==> src/rtl/dec8_arb_pkg.sv <==
// Shared types and the rotating priority pick for the 8-way
// round-robin arbiter that drives a 3-to-8 decoder.
package dec8_arb_pkg;

    localparam int N_REQ = 8;
    localparam int IDX_W = 3;

    typedef enum logic {
        IDLE,
        GRANT
    } state_t;

    typedef struct packed {
        logic             found;
        logic [IDX_W-1:0] idx;
    } pick_t;

    // Rotate so ptr lands on bit 0, take the lowest set bit,
    // then add ptr back to get the absolute requester index.
    function automatic pick_t rot_pick(
        input logic [N_REQ-1:0] req,
        input logic [IDX_W-1:0] ptr,
        input logic [N_REQ-1:0] mask
    );
        logic [N_REQ-1:0]   live;
        logic [2*N_REQ-1:0] dbl;
        logic [N_REQ-1:0]   rot;
        pick_t              p;
        live = req & ~mask;
        dbl  = {live, live} >> ptr;
        rot  = dbl[N_REQ-1:0];
        p    = '0;
        for (int k = N_REQ - 1; k >= 0; k--) begin
            if (rot[k]) begin
                p.found = 1'b1;
                p.idx   = ptr + IDX_W'(k);
            end
        end
        return p;
    endfunction

endpackage

==> src/rtl/rr_pick8.sv <==
// Combinational round-robin pick: first unmasked request
// at or after ptr, wrapping modulo 8.
module rr_pick8
    import dec8_arb_pkg::*;
(
    input  logic [N_REQ-1:0] req,
    input  logic [IDX_W-1:0] ptr,
    input  logic [N_REQ-1:0] mask,
    output logic             found,
    output logic [IDX_W-1:0] idx
);

    pick_t p;

    assign p     = rot_pick(req, ptr, mask);
    assign found = p.found;
    assign idx   = p.idx;

endmodule

==> src/rtl/dec8_rr_arbiter.sv <==
// Round-robin arbiter with hold-until-release and a hold limit;
// sel/en feed a 3-to-8 decoder whose output is the grant.
module dec8_rr_arbiter
    import dec8_arb_pkg::*;
#(
    parameter int MAX_HOLD = 16,
    parameter int CNT_W    = 8
) (
    input  logic             clk,
    input  logic             rst,
    input  logic [N_REQ-1:0] req,
    input  logic             arb_en,
    output logic [IDX_W-1:0] sel,
    output logic             en,
    output logic [N_REQ-1:0] gnt,
    output logic             timeout
);

    localparam logic [CNT_W-1:0] HOLD_LAST = CNT_W'(MAX_HOLD - 1);

    state_t           state_q, state_d;
    logic [IDX_W-1:0] sel_q, sel_d;
    logic             en_q, en_d;
    logic [N_REQ-1:0] gnt_q, gnt_d;
    logic             to_q, to_d;
    logic [IDX_W-1:0] ptr_q, ptr_d;
    logic [CNT_W-1:0] hold_q, hold_d;

    logic             found;
    logic [IDX_W-1:0] idx;
    logic [N_REQ-1:0] mask;
    logic             take;

    // Masking the current owner only matters on timeout; on
    // release its request bit is already low.
    assign mask = (state_q == GRANT) ? (N_REQ'(1) << sel_q) : '0;

    rr_pick8 u_pick (
        .req   (req),
        .ptr   (ptr_q),
        .mask  (mask),
        .found (found),
        .idx   (idx)
    );

    always_comb begin
        state_d = state_q;
        sel_d   = sel_q;
        en_d    = en_q;
        ptr_d   = ptr_q;
        hold_d  = hold_q;
        to_d    = 1'b0;
        take    = 1'b0;
        unique case (state_q)
            IDLE: begin
                if (arb_en && found) take = 1'b1;
            end
            GRANT: begin
                if (!req[sel_q]) begin
                    if (arb_en && found) begin
                        take = 1'b1;
                    end else begin
                        state_d = IDLE;
                        en_d    = 1'b0;
                        hold_d  = '0;
                    end
                end else if (hold_q == HOLD_LAST) begin
                    if (arb_en && found) begin
                        take = 1'b1;
                        to_d = 1'b1;
                    end else begin
                        hold_d = '0;
                    end
                end else begin
                    hold_d = hold_q + 1'b1;
                end
            end
            default: ;
        endcase
        if (take) begin
            state_d = GRANT;
            sel_d   = idx;
            en_d    = 1'b1;
            hold_d  = '0;
            ptr_d   = idx + 1'b1;
        end
        gnt_d = en_d ? (N_REQ'(1) << sel_d) : '0;
    end

    always_ff @(posedge clk) begin
        if (rst) begin
            state_q <= IDLE;
            sel_q   <= '0;
            en_q    <= 1'b0;
            gnt_q   <= '0;
            to_q    <= 1'b0;
            ptr_q   <= '0;
            hold_q  <= '0;
        end else begin
            state_q <= state_d;
            sel_q   <= sel_d;
            en_q    <= en_d;
            gnt_q   <= gnt_d;
            to_q    <= to_d;
            ptr_q   <= ptr_d;
            hold_q  <= hold_d;
        end
    end

    assign sel     = sel_q;
    assign en      = en_q;
    assign gnt     = gnt_q;
    assign timeout = to_q;

endmodule

==> config.mk <==
export PLATFORM = sky130hd
export DESIGN_NAME = dec8_rr_arbiter
export DESIGN_NICKNAME = d
export VERILOG_FILES = /design/src/rtl/dec8_arb_pkg.sv /design/src/rtl/rr_pick8.sv /design/src/rtl/dec8_rr_arbiter.sv
export SDC_FILE = /design/constraint.sdc
export NUM_CORES = 1
export LEC_CHECK = 0
export ABC_AREA = 1
export BUFFER_PORTS_ARGS = -buffer_cell sky130_fd_sc_hd__buf_2
export CAP_MARGIN = 5
export CORE_MARGIN = 4
export CORE_UTILIZATION = 23
export CTS_BUF_LIST = sky130_fd_sc_hd__clkbuf_2 sky130_fd_sc_hd__clkbuf_4 sky130_fd_sc_hd__clkbuf_8
export DETAILED_ROUTE_END_ITERATION = 7
export PLACE_DENSITY = 0.5
export RECOVER_POWER = 25
export REMOVE_ABC_BUFFERS = 1
export SLEW_MARGIN = 20
export SYNTH_ARGS = -nofsm -noshare
export SYNTH_HDL_FRONTEND = slang
export SYNTH_SLANG_ARGS = --single-unit
==> constraint.sdc <==
create_clock -name clk -period 2.9 [get_ports clk]
set_input_delay 0.29 -clock clk [delete_from_list [all_inputs] [get_ports clk]]
set_output_delay 0.29 -clock clk [all_outputs]
set_load 0.02 [all_outputs]
# After elaboration in Yosys (flattened, before gate mapping)
# Index checks and enable logic that the tools add are counted.
# totals
reg_bits	25
inputBits	11
out_inout_bits	13
wordCells	56
# op_classes
n_addsub	9
n_lt_le_gt_ge	1
eq_ne	1
n_shift	3
mux	26
n_bitwise	5
reduce_logical	4
# op_table
op	n
$mux W4	8
$mux W8	4
$shl A1 B3 Y8 const A	2
$shr A16 B3 Y8	1
$add A3 B3 Y3 const B	4
$mux W1	11
$add A8 B1 Y8 const B	1
$and A8 B8 Y8	1
$eq A8 B4 Y1 const B	1
$not A8 Y8	1
$add A3 B1 Y3 const B	2
$add A3 B2 Y3 const B	2
$lt A3 B4 Y1 const B	1
$reduce_or A2 Y1	2
$bmux W1 S3	1
$mux W3	1
$not A1 Y1	3
$reduce_or A3 Y1	1
$pmux W1 S2	1
$logic_and A1 B1 Y1	1

# Longest topological paths before layout
# Gate-level depths: netlist of run 1.
# logic_depth
word_depth	21
mapped_depth	22
mapped_depth_nobuf	21

# Hierarchy
# A second synthesis of run 1 with hierarchy kept.
# unflattened
cells_unflattened	333
hier_area_um2	2090.8
# by_module_without_submodules
mod	n_inst	cells_each	area_per_inst_um2	seq_area_each_um2
dec8_rr_arbiter	1	195	1340.0	500.5
rr_pick8	1	138	750.7	0.0

# Least setup slack after synthesis of run 1
# Ideal clock, no wire load.
# synth_path
kind	flip-flop to flip-flop
startpoint	register sel_q[0], in the netlist sel[0]
endpoint	register ptr_q[1]
setup_time_ns	0.122
t_arrival_ns	2.106
t_required_ns	2.778
path_slack_ns	0.672
path_stages_with_launch	18
n_path_buf	0
period_less_slack_ns	2.228
path_cell_list	dfxtp_1 > inv_1 > nor2_2 > nand2_1 > nand3_1 > nand3_1 > nand3_1 > nand2_2 > nor2_1 > nand2_1 > nand3_1 > nand2_1 > nand2_1 > nand2_1 > a21boi_0 > ha_1 > o21ai_0 > a21oi_1
# synth_via
elab_chain_cells	18
word_cells_on_any_way	21
cone_classes	add/sub: 1; shift: 2; mux: 15; bitwise: 2; reduce/logical: 1
# synth_rtl
element	line	source
from (decl)	dec8_rr_arbiter.sv:22	logic [IDX_W-1:0] sel_q, sel_d;
from (signal assigned)	dec8_rr_arbiter.sv:101	sel_q <= sel_d;
$shl A1 B3 Y8	dec8_rr_arbiter.sv:36	assign mask = (state_q == GRANT) ? (N_REQ'(1) << sel_q) : '0;
$mux W8	dec8_rr_arbiter.sv:36	
$not A8 Y8	dec8_arb_pkg.sv:29	live = req & ~mask;
$and A8 B8 Y8	dec8_arb_pkg.sv:29	
$shr A16 B3 Y8	dec8_arb_pkg.sv:30	dbl = {live, live} >> ptr;
$mux W4 (8 in a row)	dec8_arb_pkg.sv:34	if (rot[k]) begin
$logic_and A1 B1 Y1	dec8_rr_arbiter.sv:56, dec8_rr_arbiter.sv:60, dec8_rr_arbiter.sv:68	
$mux W1	dec8_rr_arbiter.sv:56, dec8_rr_arbiter.sv:60, dec8_rr_arbiter.sv:68	
$mux W1	n/a	
$mux W1	dec8_rr_arbiter.sv:59	if (!req[sel_q]) begin
$pmux W1 S2	dec8_rr_arbiter.sv:54	unique case (state_q)
to (signal assigned)	dec8_rr_arbiter.sv:105	ptr_q <= ptr_d;
to (decl)	dec8_rr_arbiter.sv:26	logic [IDX_W-1:0] ptr_q, ptr_d;
# Several ways; a longest one is shown, not always the timed one. The select of a mux whose other input is x is not followed.
# A chain may end at the register's enable or synchronous reset.

# Worst setup path in the final report of run 1
# layout_path
startpoint	register state_q
endpoint	register ptr_q[1]
# layout_via
elab_chain_cells	17
word_cells_on_any_way	19
cone_classes	add/sub: 1; shift: 1; mux: 13; bitwise: 3; reduce/logical: 1
# layout_rtl
element	line	source
from (decl)	dec8_rr_arbiter.sv:21	state_t state_q, state_d;
from (signal assigned)	dec8_rr_arbiter.sv:100	state_q <= state_d;
$mux W8	dec8_rr_arbiter.sv:36	
$not A8 Y8	dec8_arb_pkg.sv:29	
$and A8 B8 Y8	dec8_arb_pkg.sv:29	
$shr A16 B3 Y8	dec8_arb_pkg.sv:30	
$mux W4 (8 in a row)	dec8_arb_pkg.sv:34	
$logic_and A1 B1 Y1	dec8_rr_arbiter.sv:56, dec8_rr_arbiter.sv:60, dec8_rr_arbiter.sv:68	
$mux W1	dec8_rr_arbiter.sv:56, dec8_rr_arbiter.sv:60, dec8_rr_arbiter.sv:68	
$mux W1	n/a	
$mux W1	dec8_rr_arbiter.sv:59	
$pmux W1 S2	dec8_rr_arbiter.sv:54	
# Several ways; a longest one is shown, not always the timed one.

==> results of run 1 <==
==> flip-flops by register name, summed over array words and instances (netlist names) <==
signal and count:
gnt 8, hold_q 8, ptr_q 3, sel 3, en 1, state_q 1, timeout 1
==> cell families (layout without fill, tap and decap cells) <==
kind of cell / after synthesis / in the layout / synth area share (%)
compound gates: 37 / 37 / 11.54
flops: 25 / 25 / 26.83
xor+xnor: 5 / 5 / 2.348
simple gates: 178 / 178 / 47.48
buf+inv: 41 / 65 / 9.121
fa+ha+maj: 4 / 4 / 2.683
==> stage by stage <==
step | total power, mW | area [µm²]
4_1_cts | 2.305 | 2142
5_1_grt | 2.536 | 2131
3_5_place_dp | 2.083 | 2093
3_3_place_gp | 2.085 | 2093
6_report | 2.289 | 2131
2_1_floorplan | 1.721 | 1836
==> power by group <==
group / total, mW / internal, mW / switching (mW)
Clock: 0.214 / 0.107 / 0.106
Sequential: 0.477 / 0.409 / 0.0684
Combinational: 1.60 / 0.522 / 1.08
Total: 2.29 / 1.04 / 1.25
==> final cells by class <==
class,instances,area [µm²],share of cell area [%]
Sequential cell,25,500.5,23.49
Clock buffer,4,48.80,2.290
Timing Repair Buffer,25,118.9,5.578
Inverter,36,140.1,6.577
Multi-Input combinational cell,224,1195,56.08
Tap cell,102,127.6,5.989
==> layer usage <==
metal  GRT usage [%]  vias up  routed length (µm)
met5               0        -                   0
met4           2.662        0                  42
met3           2.643        2                 263
met2           16.39       53                2197
met1           13.72      843                2324
li1                -     1009                   -
==> critical path, cell delays in order (launching register included) <==
cell	delay (ps)
dfxtp_1	560
inv_4	90
nor2_4	130
nand2_1	100
nand3_1	100
nand3_1	110
nand3_1	110
nand2_2	100
nor2_1	180
nand2_1	70
nand3_1	70
nand2_1	50
nand2_1	50
nand2_1	60
a21boi_0	200
ha_1	260
o21ai_0	160
a21oi_1	50
==> worst paths after layout <==
path              from        end  slack [ps]  cells past startpoint
max            state_q   ptr_q[1]         330                     17
max reg2reg    state_q   ptr_q[1]         330                     17
min reg2reg  hold_q[5]  hold_q[5]         480                      2
min                rst     sel[1]         290                      2
==> cells in the final DEF (no fill, tap or decap), types with 2 or more instances in the layout <==
master    count
nand2_1      62
nand3_1      52
nor2_1       31
dfxtp_1      25
inv_1        24
a21oi_1      17
buf_2        14
nand2_2      10
inv_2         9
clkbuf_1      9
nand3_2       7
o21ai_0       5
nor2_2        4
o21ai_1       4
ha_1          4
nor3_1        3
o22ai_1       3
xor2_1        3
clkbuf_8      3
inv_4         2
nor2_4        2
nand4_1       2
nand3_4       2
xnor2_1       2
a32oi_1       2
buf_4         2
==> impl_metrics.yaml, run 1 <==
global_route:
  grt_pass1_wl_um: 8342
  grt_max_degree: 14
  grt_pass1_vias: 1835
  grt_use_total_pct: 10.25
  antenna_found_initial: 0
  gr-total-overflow: 0
synthesis:
  synthTopCellsByArea: "dfxtp_1, nand3_1, nand2_1"
  async_reset_ff_share_pct: 0
  yosys_register_bits: 25
  synth_common_cells: "nand2_1, nand3_1, nor2_1, dfxtp_1, inv_1"
  avgSynthCellArea_um2: 6.433
  yosysTopAreaCell: "dfxtp_1"
  yosysMostFrequentCell: "nand2_1"
  syn_area_mm2: 0.001866
  yosysUniqueCellTypes: 35
  ys.flop_type: "dfxtp_1"
  synth_top_area_share_pct: 26.83
  synth_edf_count: 0
  yosysWarnings: 0
  syn_inst: 290
  seq_area_frac_synth_pct: 26.83
route:
  ant_nets: 0
  drc_errors: 0
  num_vias: 1907
  drtPass1Iterations: 4
  wl_um: 4827
  first_iter_violations: 135
  wl_per_cell_um: 11.60
  vias_per_cell: 4.584
cts:
  cts_tree: "yes"
  cts-hold-fix-buffers: 0
  cts_buffers: 3
  clock_latency_ps: 260
  clockRootBuffer: "clkbuf_8"
  clock-sinks: 25
  post_cts_buffers: 0
  clk_pin_slew_ps: 90
  cts_resized: 0
  clockBufferDepth: 2
  h-tree-depth: 1
placed_design:
  dp_slack_ps: 381.3
  place_inst: 412
  hpwl_um: 3975
  port_buffers: 23
  globalplace.congestion: 0.8974
power_and_ir_drop:
  ir_worst_vdd_mv: 0.4992
  power_density_mw_per_mm2: 1074
  leakage_nw: 0.9501
die:
  die_h_um: 98.06
  fp.coreArea_mm2: 0.007807
  ios: 24
  start_util_pct: 23.89
  die_area_mm2: 0.009616
  fp.dieW_um: 98.06
  rows: 32
cells_and_area:
  area_delta_synth_final_pct: 14.22
  num_antenna_cells: 0
  finalNonFillerCells: 416
  nets: 330
  fin_util_pct: 27.29
  drive_gt1_share_pct: 19.43
  nFillCells: 868
sta:
  finalCritPeriodShare_pct: 88.53
  hold_violations: 0
  rsz0062_at_grt: "false"
  clock.fmax_mhz: 389.5
  maxSlewHeadroom_pct: 68.44
  tightest_slew_ps: 470.2
  finalSetupViolCount: 0
  tns_ps: 0
  period_minus_slack_ps: 2567
  layout_setup_ws_ps: 332.6
  clock-skew-final_ps: 1.746
  final_max_slew_viol_count: 0
  hold_ws_ps: 287.9
setup_path:
  start_kind: "flip-flop"
  critPathArrivalTime_ps: 2710
  worstSetupEndpointType: "flip-flop"
  crit_type: "flip-flop to flip-flop"
  crit_required_ps: 3040
  cp_max_fo: 8
worst_hold_path:
  hold_path_class: "input pin to flip-flop"
job:
  cap_violations: 0
outcome:
  status: "complete, no violations"
No activity file was read; power rests on OpenSTA's default activity.
==> run 2: changes to the inputs <==
- PLACE_DENSITY: 0.5 -> 0.35
- SYNTH_HIERARCHICAL: default -> 1
==> run 2 against run 1 <==
Largest power group unchanged. Die area up 11%. Wire length up 27%. Critical endpoint is now ptr_q[2]. Sequential cell count unchanged. Worst setup slack better by 12 ps. Hold slack better by 43 ps.
==> impl_metrics.yaml, run 2 <==
die:
  start_util_pct: 23.86
  rows: 34
  die_area_mm2: 0.01068
  fp.dieW_um: 103.3
  fp.coreArea_mm2: 0.008763
  die_h_um: 103.3
  ios: 24
setup_path:
  crit_type: "flip-flop to flip-flop"
  reg2reg_depth: 19
  critPathArrivalTime_ps: 2760
  worstSetupEndpointType: "flip-flop"
  path_cells: "inv_1 > nand2_1 > nor2_1 > inv_1 > nand3_1 > nand3_1 > nand2_1 > nand2_1 > nand2_2 > nand2_2 > nor3_1 > o21bai_1 > nand3_1 > nand2_1 > a21oi_2 > ha_1 > xor2_1 > nand3_1 > a21oi_1"
  max_stage_delay_ps: 360
  cp.depth: 19
  crit_required_ps: 3110
  critPathBufInv: 2
  r2r-start: "sel[2]"
  cp_max_fo: 5
  crit_family: "simple AND/OR/NAND/NOR gates"
  crit_start: "sel[2]"
  start_kind: "flip-flop"
  cp_slowest_cell: "dfxtp_2"
sta:
  finalCritPeriodShare_pct: 88.13
  tns_ps: 0
  final_max_slew_viol_count: 0
  maxSlewHeadroom_pct: 74.06
  clock.fmax_mhz: 391.3
  hold_violations: 0
  hold_ws_ps: 330.9
  tightest_slew_ps: 388.7
  clock-skew-final_ps: 1.808
  finalSetupViolCount: 0
  period_minus_slack_ps: 2556
  layout_setup_ws_ps: 344.4
worst_hold_path:
  hold_depth: 2
  hold_path_class: "input pin to flip-flop"
  hp-start: "rst"
synthesis:
  avgSynthCellArea_um2: 6.279
  muxShareOfSynthArea_pct: 0
  seq_area_frac_synth_pct: 23.94
  yosysUniqueCellTypes: 33
  yosys_register_bits: 25
  synth-simple-area-share_pct: 48.95
  synth_compound_area_share_pct: 10.41
  synth_top_family_by_area: "simple AND/OR/NAND/NOR gates"
  ys.flop_type: "dfxtp_1"
  synthXorXnorAreaFrac_pct: 2.095
  syn_area_mm2: 0.002091
  yosysWarnings: 6
  synth_edf_count: 0
  synthTopCellsByArea: "dfxtp_1, nand2_1, nand3_1"
  yosysTopAreaCell: "dfxtp_1"
  synthAdderAreaFrac_pct: 2.394
  yosysMostFrequentCell: "nand2_1"
  synth_common_cells: "nand2_1, nand3_1, inv_1, nor2_1, dfxtp_1"
  syn_inst: 333
  synth_top_area_share_pct: 23.94
  async_reset_ff_share_pct: 0
cts:
  clockBufferDepth: 2
  clock-sinks: 25
  cts-hold-fix-buffers: 0
  clock_latency_ps: 270
  clockRootBuffer: "clkbuf_8"
  cts_buffers: 3
  h-tree-depth: 1
  clk_pin_slew_ps: 90
  cts_tree: "yes"
power_and_ir_drop:
  p_int_mw: 1.024
  seqPwrFrac_pct: 20.8
  leakage_nw: 1.071
  p_clk_share_pct: 10.1
  pwr-share-comb_pct: 69.2
  p_switching_mw: 1.130
  switching_share_pct: 52.48
  p_total_mw: 2.154
  ir_worst_vdd_mv: 0.2290
  power_density_mw_per_mm2: 894.8
placed_design:
  post_dp_cell_area_mm2: 0.002354
  dp_slack_ps: 190.4
  port_buffers: 23
  place_inst: 466
  hpwl_um: 5065
  globalplace.congestion: 0.8287
route:
  first_iter_violations: 57
  wl_per_cell_um: 12.99
  drtPass1Iterations: 4
  vias_per_cell: 4.514
  num_vias: 2126
  wl_um: 6116
  drc_errors: 0
  ant_nets: 0
global_route:
  grt_use_total_pct: 12.03
  grt_pass1_vias: 2117
  antenna_found_initial: 0
  grt_max_degree: 16
  grt_pass1_wl_um: 10180
  gr-total-overflow: 0
cells_and_area:
  final_common_cell: "nand2_1"
  finalNonFillerCells: 471
  final_cell_mix: "nand2_1, nand3_1, nor2_1, inv_1, dfxtp_1"
  drive_gt1_share_pct: 21.49
  fin_area_mm2: 0.002407
  num_antenna_cells: 0
  nFillCells: 1025
  fin_util_pct: 27.47
  nets: 379
  area_delta_synth_final_pct: 15.14
outcome:
  status: "complete, no violations"
job:
  cap_violations: 0
run 2: logic make-up after synthesis:
logic type               after synthesis
AO/OA/AOI/OAI                         37
AND/OR/NAND/NOR                      211
XOR/XNOR                               5
buffers and inverters                 51
adder cells (fa/ha/maj)                4
flip-flops                            25
run 2: area by class of cell:
type,count,area [µm²],share of cell area (%)
Multi-Input combinational cell,257,1340,55.67
Sequential cell,25,504.2,20.95
Timing Repair Buffer,35,206.4,8.576
Inverter,42,172.7,7.173
Tap cell,108,135.1,5.613
Clock buffer,3,41.29,1.715
Clock inverter,1,7.507,0.3119
run 2: path summary, 6_finish.rpt:
kind          endpoint  slack (ps)
max           ptr_q[2]         340
min           ptr_q[0]         330
max reg2reg   ptr_q[2]         340
min reg2reg  hold_q[4]         490
run 2: routing by layer:
layer / wire, µm / GRT usage [%] / vias up / part of all wire, %
li1: - / - / 1134 / -
met5: 0 / 0 / - / 0
met1: 2770 / 14.73 / 960 / 45
met3: 140 / 1.811 / 10 / 2.3
met2: 3080 / 21.67 / 22 / 50
met4: 124 / 3.486 / 0 / 2.0
run 2: power by group through the flow:
stage | sequential, mW | combinational, mW | clock, mW
CTS | 0.444 | 1.48 | 0.230
global route | 0.456 | 1.70 | 0.243
finish | 0.448 | 1.49 | 0.217
global placement | 0.452 | 1.49 | 0
detailed placement | 0.452 | 1.47 | 0
floorplan | 0.512 | 1.01 | 0
run 2: worst register-to-register path, cell delays in order, from the launching register on:
cell      delay, ps
dfxtp_2         360
inv_1           110
nand2_1         120
nor2_1          140
inv_1            80
nand3_1          90
nand3_1          90
nand2_1         120
nand2_1          70
nand2_2         120
nand2_2          80
nor3_1          140
o21bai_1         90
nand3_1          70
nand2_1          70
a21oi_2         180
ha_1            180
xor2_1          160
nand3_1          90
a21oi_1         150
run 2: timing repair:
item | in CTS | in global routing
resized for setup | 0 | 6
endpoints found under the setup margin | 0 | 17
buffers inserted | 0 | 1
==> run 3: changes to the inputs <==
- clock period: 2.9 -> 3.2 ns (I/O delays scaled with it)
==> run 3 against run 2 <==
First-iteration DRC count is 67% higher. Clock skew is 1.7 ps higher. Non-clock buffer count is 3 lower. Hold slack better by 48 ps. Global-route usage is 0.28 points lower. Count of clock-buffer cells in the layout stayed put. Via count is 0.38% lower. Fmax is 11% lower. Worst setup slack worse by 2.1 ps. Sequential cell count stayed put. Largest cell class unchanged. Largest power group unchanged.
==> impl_metrics.yaml, run 3 (same netlist as run 2, synthesis figures left out) <==
cts:
  cts-hold-fix-buffers: 0
  clockBufferDepth: 2
  h-tree-depth: 1
  clock-sinks: 25
  cts_buffers: 3
  clock_latency_ps: 270
  clk_pin_slew_ps: 90
  cts_tree: "yes"
  clockRootBuffer: "clkbuf_8"
cells_and_area:
  multi_input_area_mm2: 0.001340
  fin_area_mm2: 0.002372
  final_cell_mix: "nand2_1, nand3_1, inv_1, nor2_1, dfxtp_1"
  num_antenna_cells: 0
  nFillCells: 1002
  drive_gt1_share_pct: 19.72
  fin_util_pct: 27.07
  seq_area_um2: 500.5
  area_delta_synth_final_pct: 13.47
  final_common_cell: "nand2_1"
  nets: 376
  finalNonFillerCells: 468
sta:
  final_max_slew_viol_count: 0
  hold_ws_ps: 378.8
  rsz0062_at_grt: "false"
  layout_setup_ws_ps: 342.2
  hold_violations: 0
  finalSetupViolCount: 0
  maxSlewHeadroom_pct: 67.49
  tightest_slew_ps: 486.9
  finalCritPeriodShare_pct: 89.30
  tns_ps: 0
  clock-skew-final_ps: 3.475
  clock.fmax_mhz: 349.9
  period_minus_slack_ps: 2858
die:
  die_area_mm2: 0.01068
  start_util_pct: 23.86
  fp.coreArea_mm2: 0.008763
  fp.dieW_um: 103.3
  rows: 34
  die_h_um: 103.3
  ios: 24
route:
  drtPass1Iterations: 4
  num_vias: 2118
  wl_um: 6069
  drc_errors: 0
  ant_nets: 0
  vias_per_cell: 4.526
  wl_per_cell_um: 12.97
  first_iter_violations: 95
setup_path:
  start_kind: "flip-flop"
  crit_start: "sel[0]"
  critPathBufInv: 6
  reg2reg_depth: 20
  cp_max_fo: 12
  max_stage_delay_ps: 370
  r2r_slack_ps: 340
  worstSetupEndpointType: "flip-flop"
  cp_slowest_cell: "dfxtp_1"
  reg2reg_to: "gnt[3]"
  cp.depth: 20
  cp_common_cell: "nand2_1"
  crit_type: "flip-flop to flip-flop"
  critPathArrivalTime_ps: 3060
  path_cells: "buf_4 > inv_8 > nand2_1 > nor2_1 > inv_1 > nand3_1 > nand3_1 > nand2_1 > inv_1 > o21ai_2 > inv_1 > nor2_2 > nand3_1 > nand2_1 > clkinvlp_4 > nand2_4 > nand2_1 > nand2_1 > nand2_2 > nor2_1"
  crit_family: "simple AND/OR/NAND/NOR gates"
  r2r-start: "sel[0]"
  crit_required_ps: 3410
power_and_ir_drop:
  leakage_nw: 1.049
  p_total_mw: 1.885
  power_density_mw_per_mm2: 794.6
  ir_worst_vdd_mv: 0.1645
worst_hold_path:
  hold_depth: 2
  hold_path_class: "input pin to flip-flop"
  min_to: "sel[2]"
  hp-start: "rst"
global_route:
  grt.met1_usage_pct: 14.76
  antenna_found_initial: 0
  grt_use_total_pct: 11.75
  gr-total-overflow: 0
  met2_usage_pct: 21.32
  grt_pass1_wl_um: 9963
  grt_use_met3_pct: 1.610
  grt_max_degree: 16
  grt_pass1_vias: 2075
  grt_busiest_layer: "met2"
outcome:
  status: "complete, no violations"
placed_design:
  place_inst: 461
  port_buffers: 23
  hpwl_um: 5058
  dp_slack_ps: 240.6
  post_dp_cell_area_mm2: 0.002303
  globalplace.congestion: 0.7890
job:
  cap_violations: 0
[run 3: cell types whose count changed in the layout (fill, tap and decap cells not counted)]
| cell | before | now |
|---|---|---|
| buf_12 | 1 | 0 |
| buf_4 | 11 | 9 |
| clkinvlp_4 | 1 | 2 |
| dfxtp_1 | 22 | 25 |
| dfxtp_2 | 3 | 0 |
| inv_1 | 33 | 34 |
| inv_2 | 7 | 5 |
| nand2_2 | 12 | 11 |
| nand2_4 | 0 | 1 |
| nor2_2 | 1 | 2 |
| nor2_4 | 2 | 1 |
[run 3: worst max path at each step]
stage | endpoint | slack [ps]
5_1_grt | gnt[3] | 30
3_3_place_gp | gnt[6] | 290
2_1_floorplan | gnt[0] | 730
6_report | gnt[3] | 340
4_1_cts | gnt[3] | 210
3_5_place_dp | gnt[3] | 240
[run 3: where the power goes]
| part | leakage (nW) | internal, mW | switching, mW |
|---|---|---|---|
| Combinational | 0.824 | 0.438 | 0.839 |
| Sequential | 0.203 | 0.353 | 0.0592 |
| Clock | 0.0217 | 0.0883 | 0.107 |
[run 3: final cells by class]
cell class                      count  area share [%]
Multi-Input combinational cell    257           56.49
Sequential cell                    25           21.10
Clock buffer                        3           1.741
Inverter                           42           7.437
Timing Repair Buffer               32           7.226
Tap cell                          108           5.696
Clock inverter                      1          0.3165
[run 3: metal layers]
metal / vias up / share of wire, %
met5: - / 0
met4: 0 / 0.94
met3: 6 / 2.7
met2: 31 / 50
met1: 954 / 46
li1: 1127 / -
[run 3: timing repair]
item | in CTS | in global routing
gates resized for setup | 0 | 2
endpoints found under the setup margin | 0 | 15
setup buffers | 0 | 3
[run 3: worst register-to-register path: stages, from the launching register on]
cell and delay, ps:
dfxtp_1 370, buf_4 190, inv_8 70, nand2_1 70, nor2_1 90, inv_1 60
nand3_1 100, nand3_1 80, nand2_1 90, inv_1 50, o21ai_2 150, inv_1 100
nor2_2 120, nand3_1 150, nand2_1 220, clkinvlp_4 260, nand2_4 210, nand2_1 80
nand2_1 110, nand2_2 90, nor2_1 120
